**config.mk**
```make
export PLATFORM = sky130hd
export DESIGN_NAME = ppd_detector_mc_flat
export DESIGN_NICKNAME = d
export VERILOG_FILES = /design/src/rtl/ppd_pkg.sv /design/src/rtl/ppd_if.sv /design/src/rtl/ppd_mag_ring.sv /design/src/rtl/ppd_detector_mc.sv /design/src/flat_wrapper.sv
export SDC_FILE = /design/constraint.sdc
export NUM_CORES = 2
export LEC_CHECK = 0
export CAP_MARGIN = 20
export CORE_ASPECT_RATIO = 1.2
export CORE_UTILIZATION = 44
export CTS_CLUSTER_SIZE = 40
export DETAILED_ROUTE_END_ITERATION = 12
export PLACE_DENSITY = 0.61
export SYNTH_ARGS = -nofsm -noshare
export SYNTH_HDL_FRONTEND = slang
export SYNTH_SLANG_ARGS = --single-unit
```
**constraint.sdc**
```tcl
create_clock -name clk_clk -period 34.7 [get_ports clk_clk]
set_input_delay 10.41 -clock clk_clk [delete_from_list [all_inputs] [get_ports clk_clk]]
set_output_delay 10.41 -clock clk_clk [all_outputs]
set_load 0.01 [all_outputs]
```
**src/rtl/ppd_pkg.sv**
```systemverilog
// Shared types and helpers for the packet-presence detector.
package ppd_pkg;

    // Burst gating state machine.
    typedef enum logic [1:0] {
        IDLE    = 2'd0,
        PASS    = 2'd1,
        HOLDOFF = 2'd2
    } ppd_state_e;

    // |I|+|Q| needs one bit more than a component (|-2^(W-1)| is exact).
    function automatic int mag_w(input int data_w);
        return data_w + 1;
    endfunction

    // A full long window of maximum magnitudes fits without wrapping.
    function automatic int sum_w(input int data_w, input int long_log2);
        return data_w + 1 + long_log2;
    endfunction

    // Absolute value of a sign-extended component.
    function automatic logic [31:0] abs32(input logic signed [31:0] v);
        return (v < 0) ? 32'(-v) : 32'(v);
    endfunction

endpackage

```
**src/rtl/ppd_if.sv**
```systemverilog
// Valid-only sample stream (no backpressure).
interface ppd_if #(
    parameter int W = 48
);
    logic [W-1:0] data;
    logic         valid;

    modport master (output data, output valid);
    modport slave  (input  data, input  valid);
endinterface

```
**src/rtl/ppd_mag_ring.sv**
```systemverilog
// Magnitude history ring: one write port, two registered read taps at the
// long-window and short-window delays. Contents are not cleared; the owner
// masks taps that point at entries older than the last reset/clear.
module ppd_mag_ring #(
    parameter int MAG_W      = 13,
    parameter int LONG_LOG2  = 8,
    parameter int SHORT_LOG2 = 4
) (
    input  logic                 clk,
    input  logic                 wr_en,
    input  logic [LONG_LOG2-1:0] wr_ptr,
    input  logic [MAG_W-1:0]     wr_data,
    input  logic                 rd_en,
    input  logic [LONG_LOG2-1:0] rd_ptr,
    output logic [MAG_W-1:0]     long_tap,
    output logic [MAG_W-1:0]     short_tap
);
    localparam int DEPTH = 1 << LONG_LOG2;
    localparam logic [LONG_LOG2-1:0] SHORT_OFF = LONG_LOG2'(1 << SHORT_LOG2);

    logic [MAG_W-1:0]     mem [DEPTH];
    logic [LONG_LOG2-1:0] short_addr;

    assign short_addr = rd_ptr - SHORT_OFF;

    // Store the magnitude of the sample being accumulated.
    always_ff @(posedge clk) begin
        if (wr_en) mem[wr_ptr] <= wr_data;
    end

    // Fetch both delayed magnitudes one cycle ahead of their use.
    always_ff @(posedge clk) begin
        if (rd_en) begin
            long_tap  <= mem[rd_ptr];
            short_tap <= mem[short_addr];
        end
    end
endmodule

```
**src/rtl/ppd_detector_mc.sv**
```systemverilog
// Packet-presence detector: short/long |I|+|Q| moving sums on one channel,
// forwarding fixed-length bursts when short energy dominates long energy.
module ppd_detector_mc
    import ppd_pkg::*;
#(
    parameter int DATA_W     = 12,
    parameter int NCH        = 2,
    parameter int LONG_LOG2  = 8,
    parameter int SHORT_LOG2 = 4,
    parameter int THR_FRAC   = 4,
    parameter int LEN_W      = 16,
    parameter int RETRIGGER  = 1,
    localparam int SUM_W     = sum_w(DATA_W, LONG_LOG2),
    localparam int CH_W      = (NCH > 1) ? $clog2(NCH) : 1
) (
    input  logic              clk_clk,
    input  logic              reset_reset_n,
    ppd_if.slave              in_if,
    ppd_if.master             out_if,
    input  logic              cfg_enable,
    input  logic [7:0]        cfg_threshold,
    input  logic [LEN_W-1:0]  cfg_passthrough_len,
    input  logic [LEN_W-1:0]  cfg_holdoff_len,
    input  logic [CH_W-1:0]   cfg_det_ch,
    input  logic              cfg_clear_rs,
    output logic [31:0]       dbg_count,
    output logic [SUM_W-1:0]  dbg_long_sum,
    output logic [SUM_W-1:0]  dbg_short_sum,
    output logic              det_active
);
    localparam int MAG_W       = mag_w(DATA_W);
    localparam int W2          = 2 * DATA_W;
    localparam int DW          = NCH * W2;
    localparam int FILL_W      = LONG_LOG2 + 1;
    localparam int CMP_W       = SUM_W + 8;
    localparam int SHIFT       = LONG_LOG2 - SHORT_LOG2;
    localparam int LONG_DEPTH  = 1 << LONG_LOG2;
    localparam int SHORT_DEPTH = 1 << SHORT_LOG2;

    logic [MAG_W-1:0]     ch_mag [NCH];
    logic [MAG_W-1:0]     sel_mag;
    logic                 accept_in, s2_go;
    logic                 s1_valid_reg;
    logic [DW-1:0]        s1_data_reg;
    logic [MAG_W-1:0]     s1_mag_reg;
    logic [LONG_LOG2-1:0] ptr_reg, rd_ptr;
    logic [FILL_W-1:0]    fill_reg;
    logic [MAG_W-1:0]     long_tap, short_tap, long_old, short_old;
    logic [SUM_W-1:0]     long_sum_reg, short_sum_reg, long_upd, short_upd;
    logic [CMP_W-1:0]     cmp_lhs, cmp_rhs;
    logic                 warm, trig;
    ppd_state_e           state_reg, state_next;
    logic [LEN_W-1:0]     rem_reg, rem_next, hold_reg, hold_next;
    logic [LEN_W-1:0]     burst_len, rem_after;
    logic                 in_burst, fwd, count_inc;
    logic [31:0]          count_reg;
    logic                 out_valid_reg;
    logic [DW-1:0]        out_data_reg;

    // Per-channel magnitude; the detection channel is picked afterwards.
    for (genvar gi = 0; gi < NCH; gi++) begin : g_mag
        logic signed [DATA_W-1:0] i_s, q_s;
        assign i_s = in_if.data[gi*W2 + DATA_W +: DATA_W];
        assign q_s = in_if.data[gi*W2 +: DATA_W];
        assign ch_mag[gi] = MAG_W'(abs32(32'(i_s))) + MAG_W'(abs32(32'(q_s)));
    end

    assign sel_mag   = (int'(cfg_det_ch) < NCH) ? ch_mag[cfg_det_ch] : '0;
    // Clear wins over both the arriving sample and the one in flight.
    assign accept_in = in_if.valid && !cfg_clear_rs;
    assign s2_go     = s1_valid_reg && !cfg_clear_rs;
    // The sample entering S1 sees the pointer after the S2 sample advances it.
    assign rd_ptr    = ptr_reg + LONG_LOG2'(s2_go);

    // Stage 1: capture sample and its detection magnitude.
    always_ff @(posedge clk_clk or negedge reset_reset_n) begin
        if (!reset_reset_n) begin
            s1_valid_reg <= 1'b0;
            s1_data_reg  <= '0;
            s1_mag_reg   <= '0;
        end else begin
            s1_valid_reg <= accept_in;
            if (accept_in) begin
                s1_data_reg <= in_if.data;
                s1_mag_reg  <= sel_mag;
            end
        end
    end

    ppd_mag_ring #(
        .MAG_W      (MAG_W),
        .LONG_LOG2  (LONG_LOG2),
        .SHORT_LOG2 (SHORT_LOG2)
    ) u_ring (
        .clk       (clk_clk),
        .wr_en     (s2_go),
        .wr_ptr    (ptr_reg),
        .wr_data   (s1_mag_reg),
        .rd_en     (accept_in),
        .rd_ptr    (rd_ptr),
        .long_tap  (long_tap),
        .short_tap (short_tap)
    );

    // Ring entries not yet written since reset/clear count as zero.
    assign long_old  = fill_reg[LONG_LOG2] ? long_tap : '0;
    assign short_old = (fill_reg >= FILL_W'(SHORT_DEPTH)) ? short_tap : '0;
    assign long_upd  = long_sum_reg + SUM_W'(s1_mag_reg) - SUM_W'(long_old);
    assign short_upd = short_sum_reg + SUM_W'(s1_mag_reg) - SUM_W'(short_old);
    // Warm once the current sample completes a full long window.
    assign warm      = fill_reg >= FILL_W'(LONG_DEPTH - 1);
    assign cmp_lhs   = CMP_W'(short_upd) << SHIFT;
    assign cmp_rhs   = (CMP_W'(long_upd) * CMP_W'(cfg_threshold)) >> THR_FRAC;
    assign trig      = warm && (cmp_lhs > cmp_rhs);
    assign burst_len = (cfg_passthrough_len == '0) ? LEN_W'(1) : cfg_passthrough_len;

    // Next-state and forwarding decision for the sample in stage 2.
    always_comb begin
        state_next = state_reg;
        rem_next   = rem_reg;
        hold_next  = hold_reg;
        rem_after  = '0;
        in_burst   = 1'b0;
        fwd        = 1'b0;
        count_inc  = 1'b0;
        if (!cfg_enable) begin
            state_next = IDLE;
            fwd        = 1'b1;
        end else if (s2_go) begin
            unique case (state_reg)
                IDLE: begin
                    if (trig) begin
                        fwd       = 1'b1;
                        count_inc = 1'b1;
                        in_burst  = 1'b1;
                        rem_after = burst_len - LEN_W'(1);
                    end
                end
                PASS: begin
                    fwd      = 1'b1;
                    in_burst = 1'b1;
                    if (RETRIGGER != 0 && trig) begin
                        count_inc = 1'b1;
                        rem_after = burst_len - LEN_W'(1);
                    end else begin
                        rem_after = rem_reg - LEN_W'(1);
                    end
                end
                HOLDOFF: begin
                    hold_next = hold_reg - LEN_W'(1);
                    if (hold_reg <= LEN_W'(1)) state_next = IDLE;
                end
                default: state_next = IDLE;
            endcase
            if (in_burst) begin
                rem_next = rem_after;
                if (rem_after != '0) begin
                    state_next = PASS;
                end else if (cfg_holdoff_len != '0) begin
                    state_next = HOLDOFF;
                    hold_next  = cfg_holdoff_len;
                end else begin
                    state_next = IDLE;
                end
            end
        end
    end

    // Stage 2: sums, history pointer, FSM, trigger count and output register.
    always_ff @(posedge clk_clk or negedge reset_reset_n) begin
        if (!reset_reset_n) begin
            state_reg     <= IDLE;
            rem_reg       <= '0;
            hold_reg      <= '0;
            long_sum_reg  <= '0;
            short_sum_reg <= '0;
            ptr_reg       <= '0;
            fill_reg      <= '0;
            count_reg     <= '0;
            out_valid_reg <= 1'b0;
            out_data_reg  <= '0;
        end else if (cfg_clear_rs) begin
            state_reg     <= IDLE;
            rem_reg       <= '0;
            hold_reg      <= '0;
            long_sum_reg  <= '0;
            short_sum_reg <= '0;
            ptr_reg       <= '0;
            fill_reg      <= '0;
            count_reg     <= '0;
            out_valid_reg <= 1'b0;
        end else begin
            state_reg     <= state_next;
            rem_reg       <= rem_next;
            hold_reg      <= hold_next;
            out_valid_reg <= s2_go && fwd;
            if (s2_go) begin
                long_sum_reg  <= long_upd;
                short_sum_reg <= short_upd;
                ptr_reg       <= ptr_reg + LONG_LOG2'(1);
                if (!fill_reg[LONG_LOG2]) fill_reg <= fill_reg + FILL_W'(1);
                if (fwd) out_data_reg <= s1_data_reg;
            end
            if (count_inc && count_reg != '1) count_reg <= count_reg + 32'd1;
        end
    end

    assign out_if.valid  = out_valid_reg;
    assign out_if.data   = out_data_reg;
    assign dbg_count     = count_reg;
    assign dbg_long_sum  = long_sum_reg;
    assign dbg_short_sum = short_sum_reg;
    assign det_active    = (state_reg == PASS);
endmodule

```
**src/flat_wrapper.sv**
```systemverilog
// flat-port wrapper written by rule: the top's interface ports become plain ports
module ppd_detector_mc_flat import ppd_pkg::*;
#(
    parameter int DATA_W     = 12,
    parameter int NCH        = 2,
    parameter int LONG_LOG2  = 8,
    parameter int SHORT_LOG2 = 4,
    parameter int THR_FRAC   = 4,
    parameter int LEN_W      = 16,
    parameter int RETRIGGER  = 1,
    localparam int SUM_W     = sum_w(DATA_W, LONG_LOG2),
    localparam int CH_W      = (NCH > 1) ? $clog2(NCH) : 1
)
  (clk_clk, reset_reset_n, cfg_enable, cfg_threshold, cfg_passthrough_len, cfg_holdoff_len, cfg_det_ch, cfg_clear_rs, dbg_count, dbg_long_sum, dbg_short_sum, det_active, in_if_data, in_if_valid, out_if_data, out_if_valid);
  ppd_if #(.W((NCH * 2 * DATA_W))) in_if_i ();
  ppd_if #(.W((NCH * 2 * DATA_W))) out_if_i ();
  input  logic clk_clk;
  input  logic reset_reset_n;
  input  logic cfg_enable;
  input  logic [7:0] cfg_threshold;
  input  logic [LEN_W-1:0] cfg_passthrough_len;
  input  logic [LEN_W-1:0] cfg_holdoff_len;
  input  logic [CH_W-1:0] cfg_det_ch;
  input  logic cfg_clear_rs;
  output logic [31:0] dbg_count;
  output logic [SUM_W-1:0] dbg_long_sum;
  output logic [SUM_W-1:0] dbg_short_sum;
  output logic det_active;
  input wire logic [$bits(in_if_i.data)-1:0] in_if_data;
  input wire logic [$bits(in_if_i.valid)-1:0] in_if_valid;
  output wire logic [$bits(out_if_i.data)-1:0] out_if_data;
  output wire logic [$bits(out_if_i.valid)-1:0] out_if_valid;
  assign in_if_i.data = in_if_data;
  assign in_if_i.valid = in_if_valid;
  assign out_if_data = out_if_i.data;
  assign out_if_valid = out_if_i.valid;
  ppd_detector_mc #(.DATA_W(DATA_W), .NCH(NCH), .LONG_LOG2(LONG_LOG2), .SHORT_LOG2(SHORT_LOG2), .THR_FRAC(THR_FRAC), .LEN_W(LEN_W), .RETRIGGER(RETRIGGER)) u_core (.clk_clk(clk_clk), .reset_reset_n(reset_reset_n), .in_if(in_if_i), .out_if(out_if_i), .cfg_enable(cfg_enable), .cfg_threshold(cfg_threshold), .cfg_passthrough_len(cfg_passthrough_len), .cfg_holdoff_len(cfg_holdoff_len), .cfg_det_ch(cfg_det_ch), .cfg_clear_rs(cfg_clear_rs), .dbg_count(dbg_count), .dbg_long_sum(dbg_long_sum), .dbg_short_sum(dbg_short_sum), .det_active(det_active));
endmodule
```
==> impl_metrics.csv <==
group,metric,value,unit
timing,whs,468,ps
critical_path,crit_type,"in -> reg",
hold_path,hold_path_class,"reg -> reg",
synthesis,synthSimpleGateAreaFrac,0.0451,
synthesis,async_reset_ff_frac,0.0657,
die,initial_core_util,0.443,
die,core_area,0.342,mm^2
timing,tightest_slew,1330,ps
clock_network,clk_pin_slew_worst_paths,60,ps
placed_design,place_congestion,0.872,
finish,synthToLayoutAreaGrowth,13.6,%
timing,finClkSkew,41.1,ps
finish,final_layout_size_suffix_gt1_frac,0.248,
clock_network,cts_buffers,355,
synthesis,netlist_top_cells_count,"edfxtp_1 (3354), mux4_2 (1118), nand2_1 (527)",
timing,finalMaxSlewViolations,0,
route,drt-initial-drc-count,7855,
route,vias_per_cell,5.87,
timing,setup_tns,0,ps
finish,fill_cells,27300,
die,rows,235,
grt,antenna_found_initial,25,
synthesis,synth_top_area_share,0.664,
synthesis,syn_avg_cell_area,19.3,um^2
clock_network,cts_buffer_depth,4,
synthesis,syn_nets,8258,
synthesis,ys_seq_area_frac,0.703,
timing,setup_viol,0,
critical_path,crit_top_cell,"fa_1",
finish,seq_area,0.107,mm^2
timing,period_share,0.535,
clock_network,post_cts_buffers,0,
route,drt_pre_antenna_iters,6,
synthesis,yosys.area.top_type,"edfxtp_1",
critical_path,required,35520,ps
grt,grt_start_max_net_pins,212,
clock_network,hold_buffers,0,
route,dr_total_vias,77000,
flow_run,drv_cap,0,
synthesis,synth_mux_area_frac,0.173,
timing,hold_violations,0,
placed_design,io_buffers,217,
synthesis,syn_inst,7871,
critical_path,cp-end-kind,"flop",
die,die_x,538,um
synthesis,synth_compound_area_frac,0.0203,
route,postRouteAntennaNets,0,
timing,max_freq,53.8,MHz
synthesis,syn_area,0.152,mm^2
grt,grt_pass1_vias,79100,
grt,grt_util_all_layers,0.226,
clock_network,cts_resized,0,
grt,globalRoute.totalOverflow,0,
finish,final_nets,8693,
critical_path,max_stage_delay,1090,ps
clock_network,cts_tree,"yes",
synthesis,yosys_register_bits,3590,
synthesis,synth_cell_types,91,
synthesis,synth_adder_area_share,0.0312,
critical_path,crit_fanout,49,
finish,largest_reg_flops,3328,
synthesis,synth_xor_area_frac,0.00951,
finish,postLayoutCoreUtil,0.503,
timing,rsz0062_at_grt,"false",
finish,multiInputGateArea,0.0428,mm^2
die,pin_count,218,
placed_design,post_dp_cell_area,0.160,mm^2
finish,final_area,0.172,mm^2
synthesis,ys_warn_count,0,
critical_path,start_kind,"input pin",
route,drt_wl_total,393000,um
synthesis,synthTopCellsByArea,"edfxtp_1 (66%), mux4_2 (17%), dfrtp_1 (3.9%)",
route,wl_per_cell,30.0,um
timing,max_slew_margin,0.113,
synthesis,synth-edff-count,3354,
critical_path,critical_path_arrival,19400,ps
grt,grt_pass1_wl,568000,um
synthesis,synth_top_family_by_area,"multiplexers",
status,status,"completed",
route,drc_errors,0,
placed_design,hpwlAfterDp,248000,um
die,die_h,645,um
synthesis,yosysMostFrequentCell,"edfxtp_1",
die,dieArea,0.347,mm^2
synthesis,ys.flop_type,"edfxtp_1",
timing,period_needed,18580,ps
clock_network,cts-root-buf,"clkbuf_16",
clock_network,cts_sinks,3590,
clock_network,h-tree-depth,5,
clock_network,clk_latency,950,ps
critical_path,crit_slowest_cell,"clkdlybuf4s50_1",
per-layer routing:
metal	up-vias	share of wire	track usage
li1	32400	-	-
met1	41300	0.40	0.302
met4	4	0.038	0.0838
met5	-	0.000061	0
met2	2728	0.50	0.380
met3	549	0.064	0.0309
layout make-up:
type / count / area share
flip-flops and latches: 3590 / 0.619
clock buffers: 429 / 0.0550
well taps: 4503 / 0.0327
inverters: 269 / 0.00588
repair buffers: 489 / 0.0257
clock inverters: 220 / 0.0129
multi-input cells: 3601 / 0.248
diodes: 10 / 0.000145
worst paths after layout:
path,slack (ps),from,end,cells after the start
worst max-delay path,16120,cfg_threshold[3],u_core.out_if.data[30]$_DFFE_PN0P_,29
worst min-delay path,470,u_core.s1_data_reg[8]$_DFFE_PN0P_,u_core.s1_data_reg[8]$_DFFE_PN0P_,2
worst max register to register,22080,u_core.s1_mag_reg[3]$_DFFE_PN0P_,u_core.out_if.data[30]$_DFFE_PN0P_,36
worst min register to register,470,u_core.s1_data_reg[8]$_DFFE_PN0P_,u_core.s1_data_reg[8]$_DFFE_PN0P_,2
max in group asynchronous,23390,reset_reset_n,u_core.s1_mag_reg[9]$_DFFE_PN0P_,2
min in group asynchronous,9370,reset_reset_n,u_core.dbg_long_sum[7]$_DFFE_PN0P_,1
through the flow:
step,instances,worst slack (ps)
after global routing,13100,15660
after global placement,12400,14990
after floorplan,7871,17290
after detailed placement,12400,15160
after CTS,13100,16160
final,13100,16120
cell usage in the layout (no fill, tap or decap), drive strengths merged, types with 11 or more instances in the layout:
cell,instances
nand4,19
o21ai,101
o31ai,35
a211oi,14
fa,142
nor2,423
or4,18
clkinv,160
a21o,30
mux4,1118
ha,151
and2,159
dfrtp,236
inv,278
a21oi,90
nand2b,18
nand2,527
xnor2,99
nor3,54
clkbuf,429
edfxtp,3354
mux2,50
nor2b,37
o211ai,12
bufinv,38
buf,274
o41ai,11
nand3,64
mux2i,45
or3,23
nor4,17
and3,69
clkinvlp,13
clkdlybuf4s50,215
o21a,22
xor2,63
a31oi,67
logic make-up after synthesis:
group,Yosys count
buffers and inverters,680
AOI/OAI and AO/OA,459
xor gates and xnor gates,163
adders and majority gates,293
and+or+nand+nor,1473
muxes,1213
DFF,3590
critical path: cells and delay by family:
family | cells | cell delay, ps
xor gates and xnor gates | 1 | 100
muxes | 1 | 410
adders and majority gates | 6 | 2660
AOI/OAI and AO/OA | 11 | 2830
buffers and inverters | 6 | 1980
and+or+nand+nor | 4 | 870
Power is left out: the tool's default activity adds up to more than one toggle a clock period on the data nets, which glitch-free logic cannot reach.
